<file path="config.mk">
export PLATFORM = sky130hd
export DESIGN_NAME = uart_tx_arbiter_flat
export DESIGN_NICKNAME = d
export VERILOG_FILES = /design/src/rtl/uart_tx_arbiter_if.sv /design/src/rtl/uart_tx_arbiter.sv /design/src/flat_wrapper.sv
export SDC_FILE = /design/constraint.sdc
export NUM_CORES = 1
export LEC_CHECK = 0
export CAP_MARGIN = 20
export CORE_ASPECT_RATIO = 1.2
export CORE_MARGIN = 2
export CORE_UTILIZATION = 45
export CTS_CLUSTER_DIAMETER = 30
export DETAILED_ROUTE_END_ITERATION = 10
export PLACE_DENSITY = 0.82
export SLEW_MARGIN = 10
export SYNTH_ARGS = -nofsm -noshare
export SYNTH_HDL_FRONTEND = slang
export SYNTH_SLANG_ARGS = --single-unit
</file>
<file path="constraint.sdc">
create_clock -name i_clk -period 2.1 [get_ports i_clk]
set_input_delay 0.525 -clock i_clk [delete_from_list [all_inputs] [get_ports i_clk]]
set_output_delay 0.525 -clock i_clk [all_outputs]
set_load 0.01 [all_outputs]
</file>
<file path="src/rtl/uart_tx_arbiter_if.sv">
// Bundle of requester and uart-side signals shared by the uart transmit arbiter.
// Latency: none; this interface only carries wires.
// Backpressure: req is held until req_ack; uart_is_transmitting holds off the next strobe.
interface uart_tx_arbiter_if #(
    parameter int N_REQ = 4
);
    logic [N_REQ-1:0]   req;
    logic [8*N_REQ-1:0] req_byte;
    logic [N_REQ-1:0]   req_last;
    logic [N_REQ-1:0]   req_ack;
    logic [N_REQ-1:0]   grant;
    logic               uart_transmit;
    logic [7:0]         uart_tx_byte;
    logic               uart_is_transmitting;
    logic               busy;

    // Arbiter side: consumes requests and the uart busy flag, drives grant/ack/strobe.
    modport master (
        input  req, req_byte, req_last, uart_is_transmitting,
        output req_ack, grant, uart_transmit, uart_tx_byte, busy
    );

    // Requester and uart side.
    modport slave (
        output req, req_byte, req_last, uart_is_transmitting,
        input  req_ack, grant, uart_transmit, uart_tx_byte, busy
    );
endinterface

</file>
<file path="src/rtl/uart_tx_arbiter.sv">
// Shares one uart transmitter among N_REQ message sources, round-robin, one whole message per grant.
// Latency: grant 1 cycle after req seen in IDLE; uart_transmit and req_ack 1 cycle after SEND.
// Backpressure: req is a level held until req_ack; the uart busy flag paces bytes; watchdogs release stuck grants.
module uart_tx_arbiter #(
    parameter int N_REQ        = 4,
    parameter int MAX_MSG_LEN  = 64,
    parameter int HOLD_TIMEOUT = 1023,
    parameter int GAP_CYCLES   = 0
) (
    input  logic              i_clk,
    input  logic              i_rst,
    uart_tx_arbiter_if.master bus
);
    localparam int IDX_W   = $clog2(N_REQ);
    localparam int CNT_W   = $clog2(MAX_MSG_LEN + 1);
    localparam int TMR_MAX = (HOLD_TIMEOUT > GAP_CYCLES) ? HOLD_TIMEOUT : GAP_CYCLES;
    localparam int TMR_W   = $clog2(TMR_MAX + 1);

    localparam logic [CNT_W-1:0] CNT_MAX   = CNT_W'(MAX_MSG_LEN);
    localparam logic [TMR_W-1:0] HOLD_LAST = TMR_W'(HOLD_TIMEOUT - 1);
    localparam logic [TMR_W-1:0] GAP_LAST  = (GAP_CYCLES > 0) ? TMR_W'(GAP_CYCLES - 1) : '0;

    typedef enum logic [2:0] {
        IDLE,
        SEND,
        WAIT_START,
        WAIT_DONE,
        HOLD,
        GAP
    } state_t;

    // With no gap configured a released grant goes straight back to arbitration.
    localparam state_t REL_STATE = (GAP_CYCLES == 0) ? IDLE : GAP;

    state_t             r_state;
    logic [IDX_W-1:0]   r_ptr;
    logic [IDX_W-1:0]   r_winner;
    logic [N_REQ-1:0]   r_grant;
    logic [N_REQ-1:0]   r_ack;
    logic               r_transmit;
    logic [7:0]         r_tx_byte;
    logic               r_last_q;
    logic [CNT_W-1:0]   r_cnt;
    logic [TMR_W-1:0]   r_tmr;
    logic [1:0]         r_ws;

    logic [2*N_REQ-1:0] w_dbl;
    logic               w_found;
    logic [IDX_W-1:0]   w_win;
    int                 w_sum;
    logic               w_req_win;
    logic [7:0]         w_byte;
    logic               w_last;
    logic [IDX_W-1:0]   w_ptr_next;

    // Round-robin pick: rotate the request vector so the pointer lands at bit 0, take the first set bit.
    always_comb begin
        w_dbl   = {bus.req, bus.req} >> r_ptr;
        w_found = 1'b0;
        w_win   = '0;
        w_sum   = 0;
        for (int k = 0; k < N_REQ; k++) begin
            if (!w_found && w_dbl[k]) begin
                w_found = 1'b1;
                w_sum   = int'(r_ptr) + k;
                w_win   = IDX_W'((w_sum >= N_REQ) ? (w_sum - N_REQ) : w_sum);
            end
        end
    end

    // Current owner's request view and the pointer value used on release.
    always_comb begin
        w_req_win  = bus.req[r_winner];
        w_byte     = bus.req_byte[{r_winner, 3'b000} +: 8];
        w_last     = bus.req_last[r_winner];
        w_ptr_next = (int'(r_winner) == N_REQ - 1) ? '0 : r_winner + 1'b1;
    end

    // Arbiter FSM with registered grant, ack, strobe and byte outputs.
    always_ff @(posedge i_clk) begin
        if (i_rst) begin
            r_state    <= IDLE;
            r_ptr      <= '0;
            r_winner   <= '0;
            r_grant    <= '0;
            r_ack      <= '0;
            r_transmit <= 1'b0;
            r_tx_byte  <= 8'h00;
            r_last_q   <= 1'b0;
            r_cnt      <= '0;
            r_tmr      <= '0;
            r_ws       <= '0;
        end else begin
            r_ack      <= '0;
            r_transmit <= 1'b0;
            case (r_state)
                IDLE: begin
                    // A frame still on the line (e.g. after a reset) blocks arbitration.
                    if (!bus.uart_is_transmitting && w_found) begin
                        r_winner <= w_win;
                        r_grant  <= N_REQ'(1) << w_win;
                        r_cnt    <= '0;
                        r_state  <= SEND;
                    end
                end
                SEND: begin
                    if (!bus.uart_is_transmitting) begin
                        if (w_req_win) begin
                            r_transmit <= 1'b1;
                            r_ack      <= r_grant;
                            r_tx_byte  <= w_byte;
                            r_last_q   <= w_last;
                            if (r_cnt != CNT_MAX) begin
                                r_cnt <= r_cnt + 1'b1;
                            end
                            r_ws    <= '0;
                            r_state <= WAIT_START;
                        end else begin
                            // Owner withdrew before its first byte: let the hold watchdog decide.
                            r_tmr   <= '0;
                            r_state <= HOLD;
                        end
                    end
                end
                WAIT_START: begin
                    // Give the uart 4 cycles to raise busy; a missing flag counts as already sent.
                    if (bus.uart_is_transmitting || r_ws == 2'd3) begin
                        r_state <= WAIT_DONE;
                    end else begin
                        r_ws <= r_ws + 1'b1;
                    end
                end
                WAIT_DONE: begin
                    if (!bus.uart_is_transmitting) begin
                        if (r_last_q || r_cnt == CNT_MAX) begin
                            r_grant <= '0;
                            r_ptr   <= w_ptr_next;
                            r_tmr   <= '0;
                            r_state <= REL_STATE;
                        end else if (w_req_win) begin
                            r_state <= SEND;
                        end else begin
                            r_tmr   <= '0;
                            r_state <= HOLD;
                        end
                    end
                end
                HOLD: begin
                    if (w_req_win) begin
                        r_state <= SEND;
                    end else if (r_tmr == HOLD_LAST) begin
                        r_grant <= '0;
                        r_ptr   <= w_ptr_next;
                        r_tmr   <= '0;
                        r_state <= REL_STATE;
                    end else begin
                        r_tmr <= r_tmr + 1'b1;
                    end
                end
                GAP: begin
                    if (r_tmr == GAP_LAST) begin
                        r_state <= IDLE;
                    end else begin
                        r_tmr <= r_tmr + 1'b1;
                    end
                end
                default: r_state <= IDLE;
            endcase
        end
    end

    assign bus.req_ack       = r_ack;
    assign bus.grant         = r_grant;
    assign bus.uart_transmit = r_transmit;
    assign bus.uart_tx_byte  = r_tx_byte;
    assign bus.busy          = (r_state != IDLE);
endmodule

</file>
<file path="src/flat_wrapper.sv">
// flat-port wrapper written by rule: the top's interface ports become plain ports
module uart_tx_arbiter_flat 
#(
    parameter int N_REQ        = 4,
    parameter int MAX_MSG_LEN  = 64,
    parameter int HOLD_TIMEOUT = 1023,
    parameter int GAP_CYCLES   = 0
)
  (i_clk, i_rst, bus_req, bus_req_byte, bus_req_last, bus_uart_is_transmitting, bus_req_ack, bus_grant, bus_uart_transmit, bus_uart_tx_byte, bus_busy);
  uart_tx_arbiter_if #(.N_REQ(N_REQ)) bus_i ();
  input  logic i_clk;
  input  logic i_rst;
  input wire logic [$bits(bus_i.req)-1:0] bus_req;
  input wire logic [$bits(bus_i.req_byte)-1:0] bus_req_byte;
  input wire logic [$bits(bus_i.req_last)-1:0] bus_req_last;
  input wire logic [$bits(bus_i.uart_is_transmitting)-1:0] bus_uart_is_transmitting;
  output wire logic [$bits(bus_i.req_ack)-1:0] bus_req_ack;
  output wire logic [$bits(bus_i.grant)-1:0] bus_grant;
  output wire logic [$bits(bus_i.uart_transmit)-1:0] bus_uart_transmit;
  output wire logic [$bits(bus_i.uart_tx_byte)-1:0] bus_uart_tx_byte;
  output wire logic [$bits(bus_i.busy)-1:0] bus_busy;
  assign bus_i.req = bus_req;
  assign bus_i.req_byte = bus_req_byte;
  assign bus_i.req_last = bus_req_last;
  assign bus_i.uart_is_transmitting = bus_uart_is_transmitting;
  assign bus_req_ack = bus_i.req_ack;
  assign bus_grant = bus_i.grant;
  assign bus_uart_transmit = bus_i.uart_transmit;
  assign bus_uart_tx_byte = bus_i.uart_tx_byte;
  assign bus_busy = bus_i.busy;
  uart_tx_arbiter #(.N_REQ(N_REQ), .MAX_MSG_LEN(MAX_MSG_LEN), .HOLD_TIMEOUT(HOLD_TIMEOUT), .GAP_CYCLES(GAP_CYCLES)) u_core (.i_clk(i_clk), .i_rst(i_rst), .bus(bus_i));
endmodule
</file>
==> impl_metrics.env, run 1 <==
export IMPL_clock_latency_ps=300
export IMPL_power_frac_clock_pct=29.1
export IMPL_hold_violations=0
export IMPL_switchingPower_mw=0.500
export IMPL_die_area_sq_mm=0.00611
export IMPL_hpwl_microns=5250
export IMPL_syn_area_sq_mm=0.00248
export IMPL_grt_pass1_vias=2529
export IMPL_antenna_cells=0
export IMPL_wl_microns=6700
export IMPL_combPwrFrac_pct=24.4
export IMPL_slew_headroom_pct=63.0
export IMPL_num_vias=2523
export IMPL_synth_edf_count=0
export IMPL_ys_seq_area_share_pct=35.6
export IMPL_synth_top_family_by_area="simple AND/OR/NAND/NOR gates"
export IMPL_power_density_mw_per_mm2=521
export IMPL_ys_async_sr_fraction_pct=0
export IMPL_setup_viol=0
export IMPL_portBuffers=60
export IMPL_path_cells="dlygate4sd2_1 -> mux4_2 -> a2bb2oi_4 -> or2_1 -> o21a_1 -> a221o_1"
export IMPL_dr_pass1_iters=4
export IMPL_ctsLongestPathBuffers=2
export IMPL_fin_nets=441
export IMPL_crit_required_ps=2280
export IMPL_cts_tree="yes"
export IMPL_critPathCaptureType="register"
export IMPL_status="completed"
export IMPL_syn_avg_cell_area_sq_um=8.48
export IMPL_ff_latch_area_sq_um=883
export IMPL_drtIter0Drc=150
export IMPL_wl_per_cell_microns=14.8
export IMPL_path_class="in -> reg"
export IMPL_switching_share_pct=26.7
export IMPL_initial_core_util_pct=46.7
export IMPL_fill_cells=427
export IMPL_syn_inst=292
export IMPL_layout_commonest_cell="clkdlybuf4s50_1"
export IMPL_syn_nets=342
export IMPL_synth_simple_area_share_pct=27.4
export IMPL_fin_skew_ps=8.91
export IMPL_synth_cell_types=54
export IMPL_total_power_mw=1.87
export IMPL_synth_xor_area_share_pct=0.707
export IMPL_grt_pass1_wl_microns=11400
export IMPL_rows=29
export IMPL_slew_violations=0
export IMPL_internal_power_mw=1.37
export IMPL_die_x_microns=71.7
export IMPL_postRouteAntennaNets=0
export IMPL_tightest_slew_ps=549
export IMPL_post_synth_mux_area_share_pct=12.0
export IMPL_pre_cts_ws_ps=-469
export IMPL_clk_pin_slew_ps=80
export IMPL_cts_sinks=44
export IMPL_fin_ws_ps=36.0
export IMPL_via_per_inst=5.56
export IMPL_finalCriticalPeriod_ps=2060
export IMPL_ff2ff_setup_slack_ps=110
export IMPL_ys_ff_latch=44
export IMPL_ir_drop_v=0.000335
export IMPL_synth_compound_area_share_pct=16.1
export IMPL_grt_ovfl_total=0
export IMPL_cp_arrival_ps=2250
export IMPL_die_h_microns=85.3
export IMPL_worstPathBufferInverterCount=1
export IMPL_hold_path_depth=2
export IMPL_power_frac_seq_pct=46.5
export IMPL_worstPathMaxFanout=3
export IMPL_p_leak_nw=1.41
export IMPL_synth_main_ff_cell="dfxtp_1"
export IMPL_routabilityCongestion=0.919
export IMPL_worstRegToRegCells=5
export IMPL_root_buffer="clkbuf_8"
export IMPL_cp_start_kind="input port"
export IMPL_layout_drive_gt1_share_pct=20.2
export IMPL_min_path_type="reg -> reg"
export IMPL_yosys_warnings=0
export IMPL_cp_depth=6
export IMPL_grt_max_degree=26
export IMPL_whs_ps=459
export IMPL_h_tree_depth=2
export IMPL_fin_crit_sh_pct=98.3
export IMPL_core_area_sq_mm=0.00530
export IMPL_drcViolationCount=0
export IMPL_slowest_delay_ps=550
export IMPL_syn2layout_area_growth_pct=45.2
export IMPL_io_pins=61
export IMPL_multiInputGateArea_sq_mm=0.00153
export IMPL_grt_use_total_pct=23.5
export IMPL_cp_slowest_cell="mux4_2"
export IMPL_fmax_ghz=0.484
export IMPL_cpLargestDelayFamily="compound AO/OA/AOI/OAI gates"
export IMPL_final_cell_mix="55 x clkdlybuf4s50_1, 46 x buf_4, 42 x dfxtp_1, 40 x nand2_1, 20 x nor2_1"
export IMPL_synth_fa_ha_area_share_pct=3.54
export IMPL_finalSetupTns_ps=0
export IMPL_cts_made_buffers=5
export IMPL_drv_cap=0
export IMPL_grt_antenna_before_repair=0
-- path summary, 6_finish.rpt --
check	from	endpoint
setup / recovery	bus_req[3]	u_core.r_tmr[7]
hold / removal	u_core.bus.uart_tx_byte[5]	u_core.bus.uart_tx_byte[5]
setup reg to reg	u_core.r_winner[0]	u_core.r_tmr[7]
hold reg to reg	u_core.bus.uart_tx_byte[5]	u_core.bus.uart_tx_byte[5]
-- stage by stage --
step,cells,util (%),cell area [sq um]
2_1_floorplan,292,-,2490
3_3_place_gp,445,65.5,3470
3_5_place_dp,445,65.5,3470
4_1_cts,454,67.3,3560
5_1_grt,454,67.9,3590
6_report,454,67.9,3590
-- synth_stat cells (3+ instances only) --
| cell | count | area [sq um] |
|---|---|---|
| nand4_1 | 7 | 43.8 |
| o21ai_1 | 12 | 60.1 |
| nor2_1 | 20 | 75.1 |
| nor4_1 | 4 | 25.0 |
| nand2_1 | 40 | 150 |
| a221o_1 | 3 | 30.0 |
| buf_2 | 3 | 15.0 |
| nand2b_1 | 7 | 43.8 |
| nor3b_1 | 3 | 22.5 |
| dfxtp_1 | 44 | 881 |
| a21oi_1 | 18 | 90.1 |
| nor3_1 | 8 | 40.0 |
| inv_1 | 11 | 41.3 |
| mux2i_1 | 6 | 60.1 |
| mux4_2 | 10 | 225 |
| and3_1 | 9 | 56.3 |
| o21ai_0 | 3 | 15.0 |
| nand3_1 | 11 | 55.1 |
| nor2b_1 | 3 | 18.8 |
| o211ai_1 | 3 | 22.5 |
| ha_1 | 7 | 87.6 |
| inv_2 | 3 | 11.3 |
| or3_1 | 5 | 31.3 |
| clkbuf_1 | 11 | 41.3 |
| a211oi_1 | 4 | 30.0 |
-- flip-flops by register name, indices dropped and copies added (netlist names) --
register and cells:
u_core.bus.uart_tx_byte 8, u_core.bus.req_ack 4, u_core.bus.grant 4, u_core.r_ws 2, u_core.bus.uart_transmit 1, u_core.r_state 3
u_core.r_ptr 2, u_core.r_tmr 10, u_core.r_cnt 7, u_core.r_winner 2, u_core.r_last_q 1
-- final cells by class --
cell class	instances	area share, %
inverters	15	1.57
well taps	62	2.16
repair buffers	107	26.7
multi-input cells	218	42.4
flip-flops and latches	44	24.6
clock inverters	2	0.278
clock buffers	6	2.30
-- power by group through the flow --
stage,clock (mW),combinational (mW),sequential [mW]
floorplan,0,0.218,0.891
global placement,0,0.440,0.890
CTS,0.561,0.449,0.870
detailed placement,0,0.448,0.890
global route,0.599,0.494,0.875
finish,0.545,0.458,0.871
-- metal layers --
metal	GRT usage [%]	share of wire, %	wire length (microns)	vias up
met5	0	0	0	-
met3	4.87	4.3	285	17
li1	-	-	-	1262
met2	43.0	54	3590	72
met4	10.1	2.5	166	0
met1	25.9	40	2650	1172
-- repair_timing --
action,in CTS,in global routing
pin swaps,3,3
endpoints found under the setup margin,24,14
gates resized for setup,5,8
hold buffers,0,0
buffers inserted,1,0
-- cells by family (layout without fill, tap and decap cells) --
kind of cell	after synthesis	after routing
AO/OA/AOI/OAI	62	62
buffers and inverters	30	130
flip-flops	44	44
adder cells (fa/ha/maj)	7	7
AND/OR/NAND/NOR	130	130
XOR/XNOR	2	2
multiplexers	17	17
-- worst register-to-register path, delay by kind of cell (launching register included) --
family / cells / cell delay [ps]
AO/OA/AOI/OAI: 3 / 700
flip-flops: 1 / 360
multiplexers: 1 / 580
AND/OR/NAND/NOR: 1 / 230
(Power assumes the default switching activity.)
==> run 2: changes to the inputs <==
--- a/config.mk
+++ b/config.mk
@@ -10,6 +10,7 @@
 export CORE_MARGIN = 2
 export CORE_UTILIZATION = 45
 export CTS_CLUSTER_DIAMETER = 30
+export CTS_CLUSTER_SIZE = 12
 export DETAILED_ROUTE_END_ITERATION = 10
 export PLACE_DENSITY = 0.82
 export SLEW_MARGIN = 10
==> results of run 2 <==
The final DEF is identical to that of run 1; final timing and power are the same.
==> run 3: changes to the inputs <==
--- a/config.mk
+++ b/config.mk
@@ -9,7 +9,7 @@
 export CORE_ASPECT_RATIO = 1.2
 export CORE_MARGIN = 2
 export CORE_UTILIZATION = 45
-export CTS_CLUSTER_DIAMETER = 30
+export CTS_CLUSTER_DIAMETER = 200
 export CTS_CLUSTER_SIZE = 12
 export DETAILED_ROUTE_END_ITERATION = 10
 export PLACE_DENSITY = 0.82
==> results of run 3 <==
The final DEF is identical to that of run 1; final timing and power are the same.
